File: src/rtl/dma_rd_sram.sv
// DMA read consumer: takes the address stream, reads a fixed-latency SRAM, and returns an in-order data stream.
// Optional framing checker is enabled by defining DMA_RD_FRAME_CHK_EN.
module dma_rd_sram #(
    parameter int AW    = 14,
    parameter int DW    = 32,
    parameter int IFW   = 4,
    parameter int RL    = 1,
    parameter int DEPTH = 4
) (
    input  logic           clk,
    input  logic           rst_n,
    input  logic [AW-1:0]  m_addr,
    input  logic [IFW-1:0] m_info,
    input  logic           m_first,
    input  logic           m_last,
    input  logic           m_valid,
    output logic           m_ready,
    output logic           mem_cs,
    output logic [AW-1:0]  mem_addr,
    input  logic [DW-1:0]  mem_rdata,
    output logic [DW-1:0]  d_data,
    output logic [IFW-1:0] d_info,
    output logic           d_first,
    output logic           d_last,
    output logic           d_valid,
    input  logic           d_ready,
    output logic           frame_err
);

    localparam int CW = $clog2(DEPTH + 1);
    localparam int PW = (DEPTH > 1) ? $clog2(DEPTH) : 1;
    localparam int SW = IFW + 2;

    logic [CW-1:0]    used;
    logic [CW-1:0]    count;
    logic [PW-1:0]    wr_ptr;
    logic [PW-1:0]    rd_ptr;
    logic             accept;
    logic             pop;
    logic             push;
    logic             pipe_vld [RL];
    logic [SW-1:0]    pipe_sb  [RL];
    logic [DW+SW-1:0] fifo_mem [DEPTH];

    function automatic logic [PW-1:0] ptr_inc(input logic [PW-1:0] p);
        return (p == PW'(DEPTH - 1)) ? '0 : p + 1'b1;
    endfunction

    // A read is only issued when a buffer slot is already reserved for its data.
    assign m_ready  = (used < CW'(DEPTH));
    assign accept   = m_valid & m_ready;
    assign pop      = d_valid & d_ready;
    assign push     = pipe_vld[RL-1];
    assign mem_cs   = accept;
    assign mem_addr = m_addr;
    assign d_valid  = (count != '0);
    assign {d_data, d_info, d_first, d_last} = fifo_mem[rd_ptr];

    always_ff @(posedge clk or negedge rst_n) begin
        if (!rst_n) begin
            used <= '0;
        end else if (accept && !pop) begin
            used <= used + 1'b1;
        end else if (pop && !accept) begin
            used <= used - 1'b1;
        end
    end

    always_ff @(posedge clk or negedge rst_n) begin
        if (!rst_n) begin
            for (int i = 0; i < RL; i++) pipe_vld[i] <= 1'b0;
        end else begin
            pipe_vld[0] <= accept;
            for (int i = 1; i < RL; i++) pipe_vld[i] <= pipe_vld[i-1];
        end
    end

    // Sideband payload needs no reset; only the valid bits qualify it.
    always_ff @(posedge clk) begin
        pipe_sb[0] <= {m_info, m_first, m_last};
        for (int i = 1; i < RL; i++) pipe_sb[i] <= pipe_sb[i-1];
    end

    always_ff @(posedge clk) begin
        if (push) fifo_mem[wr_ptr] <= {mem_rdata, pipe_sb[RL-1]};
    end

    always_ff @(posedge clk or negedge rst_n) begin
        if (!rst_n) begin
            wr_ptr <= '0;
            rd_ptr <= '0;
            count  <= '0;
        end else begin
            if (push) wr_ptr <= ptr_inc(wr_ptr);
            if (pop)  rd_ptr <= ptr_inc(rd_ptr);
            if (push && !pop) begin
                count <= count + 1'b1;
            end else if (pop && !push) begin
                count <= count - 1'b1;
            end
        end
    end

`ifdef DMA_RD_FRAME_CHK_EN
    logic in_frame;
    logic frame_err_q;

    // A first beat must open a frame and every other beat must fall inside one.
    always_ff @(posedge clk or negedge rst_n) begin
        if (!rst_n) begin
            in_frame    <= 1'b0;
            frame_err_q <= 1'b0;
        end else if (accept) begin
            if (m_first == in_frame) frame_err_q <= 1'b1;
            if (m_last) begin
                in_frame <= 1'b0;
            end else if (m_first) begin
                in_frame <= 1'b1;
            end
        end
    end

    assign frame_err = frame_err_q;
`else
    assign frame_err = 1'b0;
`endif

endmodule
File: config.mk
export PLATFORM = sky130hd
export DESIGN_NAME = dma_rd_sram
export DESIGN_NICKNAME = d
export VERILOG_FILES = /design/src/rtl/dma_rd_sram.sv
export SDC_FILE = /design/constraint.sdc
export NUM_CORES = 1
export LEC_CHECK = 0
export CORE_UTILIZATION = 56
export CTS_CLUSTER_DIAMETER = 120
export DETAILED_ROUTE_END_ITERATION = 10
export PLACE_DENSITY = 0.88
export SLEW_MARGIN = 20
export SYNTH_ARGS = -nofsm -noshare
export SYNTH_HDL_FRONTEND = slang
export SYNTH_SLANG_ARGS = --single-unit
File: constraint.sdc
create_clock -name clk -period 5.3 [get_ports clk]
set_clock_uncertainty 0.1 [all_clocks]
set_input_delay 1.59 -clock clk [delete_from_list [all_inputs] [get_ports clk]]
set_output_delay 1.59 -clock clk [all_outputs]
set_load 0.01 [all_outputs]
==> results.txt <==
----------------------------------------------------
[Worst setup path]
  Crit path max-delay family ... buffers and inverters
  Crit path largest cell delay ... 0.58 ns
  Critical Path, Cell by Cell ... clkdlybuf4s50_1, nor2b_1, clkdlybuf4s50_1
  Max stage delay cell, worst path ... sky130_fd_sc_hd__clkdlybuf4s50_1
  Cell occurring most often along the worst timing path ... sky130_fd_sc_hd__clkdlybuf4s50_1
  Biggest fanout along the worst timing path ... 3
  Critical path type ... input pin to output port
  Arrival time worst endpoint ... 2.83 ns
  Data required time of the worst path ... 3.61 ns
  Number of buffer and inverter instances along the worst setup path ... 2
  Kind of start point of the critical path ... input pin
  Nature of the critical path endpoint ... output port

[Placed design]
  IO Port Bufs ... a little over 80
  Placer congestion estimate ... about 0.66
  Pre-CTS WS ... ~0.79 ns
  Cells after DPL ... 470
  Detailed-placement wirelength estimate ... 5510 um

[Die]
  Starting density of the core ... 0.580
  Total I/O pin count ... between 100 and 150
  Die outline area ... between 10000 and 15000 um^2
  Die width ... ~110 um
  Die Ht ... 109 um
  Placeable core area ... about 11000 um^2
  Number of rows in the core area ... 38

[Yosys]
  Synth top area share ... 0.716
  Synthesized flop and latch total ... 169
  Cell type with the highest aggregate area in the netlist ... sky130_fd_sc_hd__edfxtp_1
  Most used standard cells in the synthesized netlist ... sky130_fd_sc_hd__edfxtp_1, sky130_fd_sc_hd__mux4_2, sky130_fd_sc_hd__buf_4
  Sequential area share after synthesis ... 0.778
  Async set-reset flop share out of synthesis ... 0.0651
  Post-synthesis instance total ... ~270
  Synth top area cells ... sky130_fd_sc_hd__edfxtp_1, sky130_fd_sc_hd__mux4_2, sky130_fd_sc_hd__dfrtp_1
  Library cell with the highest instance count after synthesis ... sky130_fd_sc_hd__edfxtp_1
  Post-synth cell types ... 22
  Post-synthesis instance area ... around 6400 um^2
  Number of synthesized flops with an enable pin ... around 150
  Synth Area per Inst ... 23.5 um^2
  Most common flop cell mapped by yosys ... sky130_fd_sc_hd__edfxtp_1
  Net Count, Synth ... between 300 and 400
  Number of warnings issued by yosys ... 0

[Detailed routing]
  Number of detailed-route iterations in the first pass ... 4
  Starting DRT DRC Count ... 116
  Number of nets with antenna violations after detailed routing ... 0
  Wire length per cell after detailed routing ... 19.8 um
  Final Routed Wirelength ... about 9900 um
  Count of vias placed by the detailed router ... around 2800
  Number of vias per cell after detailed routing ... 5.52
  DR DRC count ... 0

[Cells and area]
  Post-layout utilization of the core ... 0.711
  Area growth, synth to finish ... 22.5%
  Number of nets in the final layout ... approximately 410
  Fraction of final layout cells with drive strength greater than 1 ... 0.218
  Number of antenna cells inserted ... 0
  Post-route insts no fill ... roughly 500
  Fill cells ... 660

[STA]
  Fmax ... 0.221 GHz
  Fin. max-slew vios ... 0
  Setup TNS ... 0 ns
  Endpoints failing hold ... 0
  Shortest period the worst path allows ... around 4.5 ns
  Unrepaired setup endpoints after global routing ... false
  Portion of the clock cycle consumed by the worst path in the final layout ... 0.852
  # setup viols final ... 0
  Transition time at the pin with the least slew margin ... approximately 1.1 ns
  Slack of the critical path ... 0.785 ns
  Relative slew slack ... 0.295

[Clock network]
  CTS tree ... built
  Clock slew at the register clock pins of the worst setup and hold paths ... around 0.06 ns
  Post-CTS Resized ... 0
  Buffers from clock root to sink, at most ... 2
  TritonCTS Sinks ... roughly 170
  Worst skew pair latency ... between 0.4 and 0.5 ns
  Number of buffers added to fix hold violations after cts ... 0
  Post-CTS setup buffers ... 0
  Clock buffers created by TritonCTS ... 17
  Deepest level of the CTS H-tree ... 4
  Root Driver ... sky130_fd_sc_hd__clkbuf_16

[Power]
  Total design power ... approximately 4.3 mW
  Pwr/cell area ... 555 nW/um^2
  Leakage power total ... around 2.6 nW
  Maximum vdd drop ... 0.000296 V

[GRT]
  Met1 capacity usage during global routing ... 0.236
  Fraction of met2 tracks used by global routing ... 0.311
  Global-route congestion overflow total ... 0
  Most used routing layer ... met2
  First-pass GRT wire length ... between 15000 and 20000 um
  Initial antenna violation count ... 0
  Largest net degree at the start of global routing ... between 40 and 50
  Overall routing resource usage ... 0.188
  Via count of the first global-routing pass ... roughly 3000
  Met3 usage in global routing ... 0.0663

[Hold path]
  Worst hold path type ... register to register

[Flow run]
  Max-cap check violation count ... 0

[Run status]
  Outcome ... completed

----------------------------------------------------
routing by layer:
metal	routed length (um)	part of all wire	vias to the layer above
li1	-	-	1247
met1	3970	0.40	1417
met5	0	0	-
met3	640	0.064	11
met2	5250	0.53	97
met4	75	0.0075	0
report_power, final:
group / internal, mW / leakage [nW] / switching [mW]
sequential: 1.67 / 1.56 / 0.172
combinational: 0.719 / 0.729 / 0.459
clock: 0.836 / 0.310 / 0.473
total: 3.23 / 2.60 / 1.10
sequential cells by signal, summed over array words and instances, names as in the netlist:
register / flops
pipe_vld: 1
pipe_sb: 6
fifo_mem: 152
used: 3
rd_ptr: 2
wr_ptr: 2
count: 3
final cells by class:
type / instances / area [um^2] / area share
multi-input combinational: 73 / 1170 / 0.150
clock inverter: 12 / 199 / 0.0255
timing repair buffer: 83 / 841 / 0.108
tap: 140 / 175 / 0.0224
clock buffer: 20 / 437 / 0.0560
inverter: 5 / 18.8 / 0.00241
sequential: 169 / 4960 / 0.636
worst register-to-register path, stage by stage (launching register included):
cell	delay, ns
sky130_fd_sc_hd__dfrtp_1	0.43
sky130_fd_sc_hd__or3_4	0.42
sky130_fd_sc_hd__nand2_2	0.14
sky130_fd_sc_hd__ha_1	0.22
sky130_fd_sc_hd__inv_1	0.07
sky130_fd_sc_hd__fa_1	0.39
sky130_fd_sc_hd__xor2_1	0.15
sky130_fd_sc_hd__nor2_1	0.13
sky130_fd_sc_hd__xor2_1	0.17
per-stage QoR:
step / hold slack [ns] / cell area [um^2]
3_5_place_dp: 0.360 / 7170
6_report: 0.369 / 7800
3_3_place_gp: 0.348 / 7170
4_1_cts: 0.371 / 7800
2_1_floorplan: 0.338 / 6370
5_1_grt: 0.389 / 7800
worst paths after layout:
| kind | from | endpoint | slack (ns) | depth (start not counted) |
|---|---|---|---|---|
| hold / removal | used[2]$_DFFE_PN0P_ | pipe_vld$_DFF_PN0_ | 0.37 | 1 |
| min in group asynchronous | rst_n | used[1]$_DFFE_PN0P_ | 1.40 | 1 |
| hold reg to reg | used[2]$_DFFE_PN0P_ | pipe_vld$_DFF_PN0_ | 0.37 | 1 |
| setup reg to reg | count[0]$_DFFE_PN0P_ | count[2]$_DFFE_PN0P_ | 3.01 | 8 |
| setup / recovery | m_valid | mem_cs | 0.78 | 3 |
| max in group asynchronous | rst_n | rd_ptr[0]$_DFFE_PN0P_ | 3.34 | 1 |
kinds of logic after synthesis:
group / Yosys count / synth area share
xor gates and xnor gates: 6 / 0.00825
DFF: 169 / 0.778
and+or+nand+nor: 13 / 0.0112
adders and majority gates: 9 / 0.0200
AOI/OAI and AO/OA: 2 / 0.00157
other: 1 / 0.000589
muxes: 42 / 0.141
buffers and inverters: 29 / 0.0385
layout by cell type, fill, tap and decap left out, types with 3 or more instances in the layout:
cell	n
sky130_fd_sc_hd__dfrtp_1	9
sky130_fd_sc_hd__and2_2	4
sky130_fd_sc_hd__clkdlybuf4s50_1	82
sky130_fd_sc_hd__bufinv_16	5
sky130_fd_sc_hd__xnor2_1	3
sky130_fd_sc_hd__clkinv_4	4
sky130_fd_sc_hd__edfxtp_1	152
sky130_fd_sc_hd__inv_1	5
sky130_fd_sc_hd__dfxtp_1	6
sky130_fd_sc_hd__mux2_2	4
sky130_fd_sc_hd__clkbuf_16	17
sky130_fd_sc_hd__mux4_2	38
sky130_fd_sc_hd__nor2_1	4
sky130_fd_sc_hd__clkbuf_1	3
sky130_fd_sc_hd__xor2_1	3
sky130_fd_sc_hd__ha_1	7
Note: power is estimated with default switching activity, not from simulation.
==> patch 1, RTL diff (config.mk and constraints unchanged) <==
The option `DMA_RD_FRAME_CHK_EN` is turned on by a define.
--- a/src/rtl/dma_rd_sram.sv
+++ b/src/rtl/dma_rd_sram.sv
@@ -1,5 +1,7 @@
 // DMA read consumer: takes the address stream, reads a fixed-latency SRAM, and returns an in-order data stream.
 // Optional framing checker is enabled by defining DMA_RD_FRAME_CHK_EN.
+`define DMA_RD_FRAME_CHK_EN
+
 module dma_rd_sram #(
     parameter int AW    = 14,
     parameter int DW    = 32,
Behaviour: not the same (Yosys sat finds a counterexample within 4 cycles, from zero or initial values and one cycle with rst_n low).
==> patch 1 against the original RTL <==
Synthesized area is 1.0% higher. Wire length is 4.7% higher. Total power shrank 1.6%. Sequential cell count up 2. Highest routed layer unchanged. Worst setup slack got worse by 0.18 ns. Fmax fell by 3.8%. Critical endpoint unchanged. Design area rose by 0.69%. Final cell count grew 1.0%.
==> patch 1: results (changes against the original RTL) <==
Clock tree
  • Resize count post-CTS: 0 (unchanged)
  • Reg clk slew, reported paths: 0.06 ns (about the same)
  • Worst-case clock buffer depth: 2 (unchanged)
  • Post-CTS setup buffer count: 0 (unchanged)

Finish
  • Fin cells: 507 (+1.0%)
  • Final #Nets: 419 (+1.2%)
  • Share of layout cells above drive strength 1: 21.5% (-0.30 points)
  • # fillers: 679 (+2.9%)
  • Diode count: 0 (unchanged)
  • Biggest regs: fifo_mem x152, pipe_sb x6

Logic synthesis
  • Commonest cells post-synth: edfxtp_1 (152), mux4_2 (38), buf_4 (15), dfrtp_1 (13), ha_1 (7)
  • Sequential element share of the synthesized area: 77.8% (about the same)
  • Syn nets: 339 (+0.89%)
  • Number of synthesized flops with an enable pin: 152 (unchanged)
  • Syn Area/Cell: 23.5 sq um (about the same)
  • Ys Warns: 0 (unchanged)
  • Post-synthesis cell type count: 24 (+9.1%)
  • Synth area leaders: edfxtp_1 (71%), mux4_2 (13%), dfrtp_1 (5.1%), dfxtp_1 (1.9%), buf_4 (1.7%)
  • Post-synth ARST share: 7.60% (+1.1 points)

Global routing
  • Largest net degree at the start of global routing: 41 (unchanged)
  • Vias in the first global route: 3222 (+6.1%)
  • Global Route Usage Sum: 19.6% (+0.78 points)
  • First-pass GRT wire length: 16400 um (+6.1%)

Place
  • Port Buffer Count: 83 (+1.2%)
  • Placed Instances: 475 (+1.1%)
  • Placed cell area: 7250 sq um (+1.2%)
  • GP Congestion: 0.649 (-0.98%)
  • DP Worst Slack: 0.625 ns (-0.162 ns)
  • Dpl hpwl: 5980 um (+8.7%)

Critical path
  • WP data arrival: 3.00 ns (+0.17 ns)
  • Critical Path Fanout Max: 6 (+3)

Power
  • Int Power: 3.16 mW (-2.2%)
  • VDD IR-drop max: 451 uV (+52%)
  • Lkg Pwr: 2.62 nW (+0.70%)

Routing
  • First-pass DRT Iterations: 4 (unchanged)
  • DR vias: 2843 (+2.6%)
  • DR WL/cell: 20.5 um (+3.6%)
  • 1st-iter DRT viols: 136 (+17%)

Timing
  • Actual slew at the worst max-slew pin: 1.07 ns (+0.00832 ns)

Run status
  • Outcome: finished clean

Min path
  • Min-Delay Path Class: reg2reg
## patch 1: cells by family after synthesis
kind of cell,after synthesis,share of synthesized area [%]
muxes,42,14.0
AOI/OAI and AO/OA,5,0.428
buffers and inverters,28,3.69
adders and majority gates,9,1.98
xor gates and xnor gates,7,0.953
DFF,171,77.8
and+or+nand+nor,12,1.11
## patch 1: path summary, 6_finish.rpt
path	end	cells after the start	slack [ns]	start
max in group asynchronous	rd_ptr[0]$_DFFE_PN0P_	1	3.23	rst_n
worst max register to register	count[2]$_DFFE_PN0P_	8	3.02	count[0]$_DFFE_PN0P_
worst min-delay path	fifo_mem[0][0]$_DFFE_PP_	0	0.38	pipe_sb[0][0]$_DFF_P_
worst min register to register	fifo_mem[0][0]$_DFFE_PP_	0	0.38	pipe_sb[0][0]$_DFF_P_
min in group asynchronous	frame_err$_DFFE_PN0P_	1	1.45	rst_n
worst max-delay path	mem_cs	3	0.61	m_valid
## patch 1: layer usage
layer	track usage, %	wire length (um)	up-vias
met5	0	0	-
met4	8.67	171	0
met3	5.74	499	27
met2	33.6	5550	89
met1	23.0	4180	1464
li1	-	-	1263
## patch 1: worst max-delay path: stages
cell and delay [ns]:
clkdlybuf4s50_1 0.45, nor2b_1 0.35, clkdlybuf4s50_1 0.61
## patch 1: final cells by class
| type | instances | area share (%) |
|---|---|---|
| multi-input cells | 75 | 15.2 |
| flip-flops and latches | 171 | 63.8 |
| clock buffers | 27 | 7.23 |
| well taps | 140 | 2.23 |
| inverters | 5 | 0.239 |
| clock inverters | 5 | 0.494 |
| repair buffers | 84 | 10.8 |
## patch 1: power by group through the flow
stage / logic, mW / registers [mW] / clock network [mW]
detailed placement: 1.21 / 1.90 / 0
CTS: 1.22 / 1.88 / 1.24
global route: 1.29 / 1.90 / 1.29
floorplan: 0.837 / 1.77 / 0
finish: 1.19 / 1.86 / 1.21
global placement: 1.18 / 1.88 / 0
## patch 1: per-stage QoR
step | util (%) | hold WS (ns)
CTS | 71.2 | 0.383
global placement | 65.7 | 0.345
detailed placement | 65.7 | 0.368
finish | 71.2 | 0.379
global route | 71.2 | 0.395
floorplan | - | 0.338
==> patch 2, RTL diff (same settings) <==
Made on the original files. `DW`: 32 -> 64.
--- a/src/rtl/dma_rd_sram.sv
+++ b/src/rtl/dma_rd_sram.sv
@@ -2,7 +2,7 @@
 // Optional framing checker is enabled by defining DMA_RD_FRAME_CHK_EN.
 module dma_rd_sram #(
     parameter int AW    = 14,
-    parameter int DW    = 32,
+    parameter int DW    = 64,
     parameter int IFW   = 4,
     parameter int RL    = 1,
     parameter int DEPTH = 4
Interface: changed (resized d_data and mem_rdata); port bits go from 112 to 176. No check against the original RTL was run, so the function may have changed too.
==> patch 2 against the original RTL <==
Sequential cell count up 128. Utilization shrank 0.20 points. Total power rose by 65%. Synthesized cell count up 62%. Worst setup slack worse by 0.088 ns. Via count rose by 72%. Critical path depth is the same. Wire length rose by 86%. Design area up 73%. Synthesized area grew 73%. Global-route usage hardly changed. Count of clock-buffer cells in the layout up 19. Final cell count up 73%. Critical path type is now reg2out. Largest cell class unchanged. Highest routed layer unchanged.
==> patch 2: results (changes against the original RTL) <==
Run status
  • Outcome: finished clean

Global routing
  • GRT met1 Usage: 23.4% (-0.12 points)
  • Global Route Usage Sum: 18.8% (about the same)
  • Largest net degree at the start of global routing: 73 (+78%)
  • First-pass GRT wire length: 28500 um (+84%)
  • Met2 global-route usage: 33.0% (+1.9 points)
  • Met3 Usage GRT: 4.17% (-2.5 points)
  • Vias in the first global route: 5263 (+73%)

Logic synthesis
  • Synth area leaders: edfxtp_1 (76%), mux4_2 (14%), dfrtp_1 (2.5%), buf_12 (1.3%), dfxtp_1 (1.1%)
  • Number of synthesized flops with an enable pin: 280 (+84%)
  • Commonest cells post-synth: edfxtp_1 (280), mux4_2 (68), buf_4 (15), dfrtp_1 (11)
  • Post-synthesis cell type count: 23 (+4.5%)
  • Syn Area/Cell: 25.2 sq um (+7.0%)
  • Post-synth ARST share: 3.70% (-2.8 points)
  • Sequential element share of the synthesized area: 79.9% (+2.1 points)

Power
  • VDD IR-drop max: 401 uV (+35%)
  • Comb pwr: 2.04 mW (+73%)
  • Clock power share: 26.7% (-3.5 points)
  • Switching fraction of total power: 26.2% (+0.74 points)
  • P_sw: 1.88 mW (+70%)
  • Lkg Pwr: 4.38 nW (+68%)

Routing
  • 1st-iter DRT viols: 222 (+91%)
  • WL final: 18500 um (+86%)
  • Met2 wire length: 9830 um (+87%)
  • Met3 wire length: 1090 um (+71%)
  • DR WL/cell: 21.3 um (+7.7%)
  • Wl on met1: 7200 um (+81%)
  • Vias/cell: 5.48 (-0.72%)

Place
  • GP Congestion: 0.718 (+9.4%)
  • Dpl hpwl: 10700 um (+95%)
  • Placed cell area: 12500 sq um (+75%)
  • Placed Instances: 815 (+73%)
  • Port Buffer Count: 146 (+78%)
  • DP Worst Slack: 0.754 ns (-0.0328 ns)

Timing
  • Actual slew at the worst max-slew pin: 1.05 ns (-0.00296 ns)

Critical path
  • WP data arrival: 2.91 ns (+0.08 ns)
  • Critical Path Fanout Max: 35 (+32)

Finish
  • # fillers: 1143 (+73%)
  • Share of layout cells above drive strength 1: 20.2% (-1.6 points)
  • Biggest regs: fifo_mem x280, pipe_sb x6

Min path
  • Min-Delay Path Class: reg2reg

Clock tree
  • Skew-Pair Late Insertion Delay: 0.53 ns (+0.12 ns)
  • Worst-case clock buffer depth: 3 (+1)
  • CTS Buf Count: 29 (+12)
  • H-tree depth: 1 (-3)
## patch 2: cell count changes in the layout (fill, tap and decap cells not counted), sizes merged, moves of 4 or more
cell and change:
edfxtp +128, bufinv -4, mux4 +32, clkbuf +19, clkdlybuf4s50 +64, clkinv +4
## patch 2: path summary, 6_finish.rpt
check / start / endpoint / slack (ns) / cells past startpoint
min: used[2]$_DFFE_PN0P_ / pipe_vld$_DFF_PN0_ / 0.37 / 1
max reg2reg: count[0]$_DFFE_PN0P_ / count[2]$_DFFE_PN0P_ / 2.94 / 8
min in group asynchronous: rst_n / used[0]$_DFFE_PN0P_ / 1.29 / 1
max in group asynchronous: rst_n / rd_ptr[0]$_DFFE_PN0P_ / 3.44 / 1
min reg2reg: used[2]$_DFFE_PN0P_ / pipe_vld$_DFF_PN0_ / 0.37 / 1
max: rd_ptr[0]$_DFFE_PN0P_ / d_data[53] / 0.70 / 3
## patch 2: cell families after synthesis
kind of cell,after synthesis,synth area share (%)
DFF,297,79.9
muxes,74,14.8
buffers and inverters,36,2.92
and+or+nand+nor,13,0.625
adders and majority gates,9,1.16
xor gates and xnor gates,6,0.477
AOI/OAI and AO/OA,2,0.0909
other,1,0.0340
## patch 2: area by class of cell
| class | instances | area (sq um) | share of cell area [%] |
|---|---|---|---|
| Sequential cell | 297 | 8810 | 65.4 |
| Multi-Input combinational cell | 105 | 1900 | 14.1 |
| Timing Repair Buffer | 149 | 1510 | 11.2 |
| Clock buffer | 39 | 813 | 6.04 |
| Tap cell | 260 | 325 | 2.41 |
| Clock inverter | 14 | 96.3 | 0.715 |
| Inverter | 5 | 18.8 | 0.139 |
## patch 2: worst max-delay path, cell delays in order, from the launching register on
cell and delay (ns):
dfrtp_4 0.88, buf_4 0.41, mux4_2 0.55, clkdlybuf4s50_1 0.51
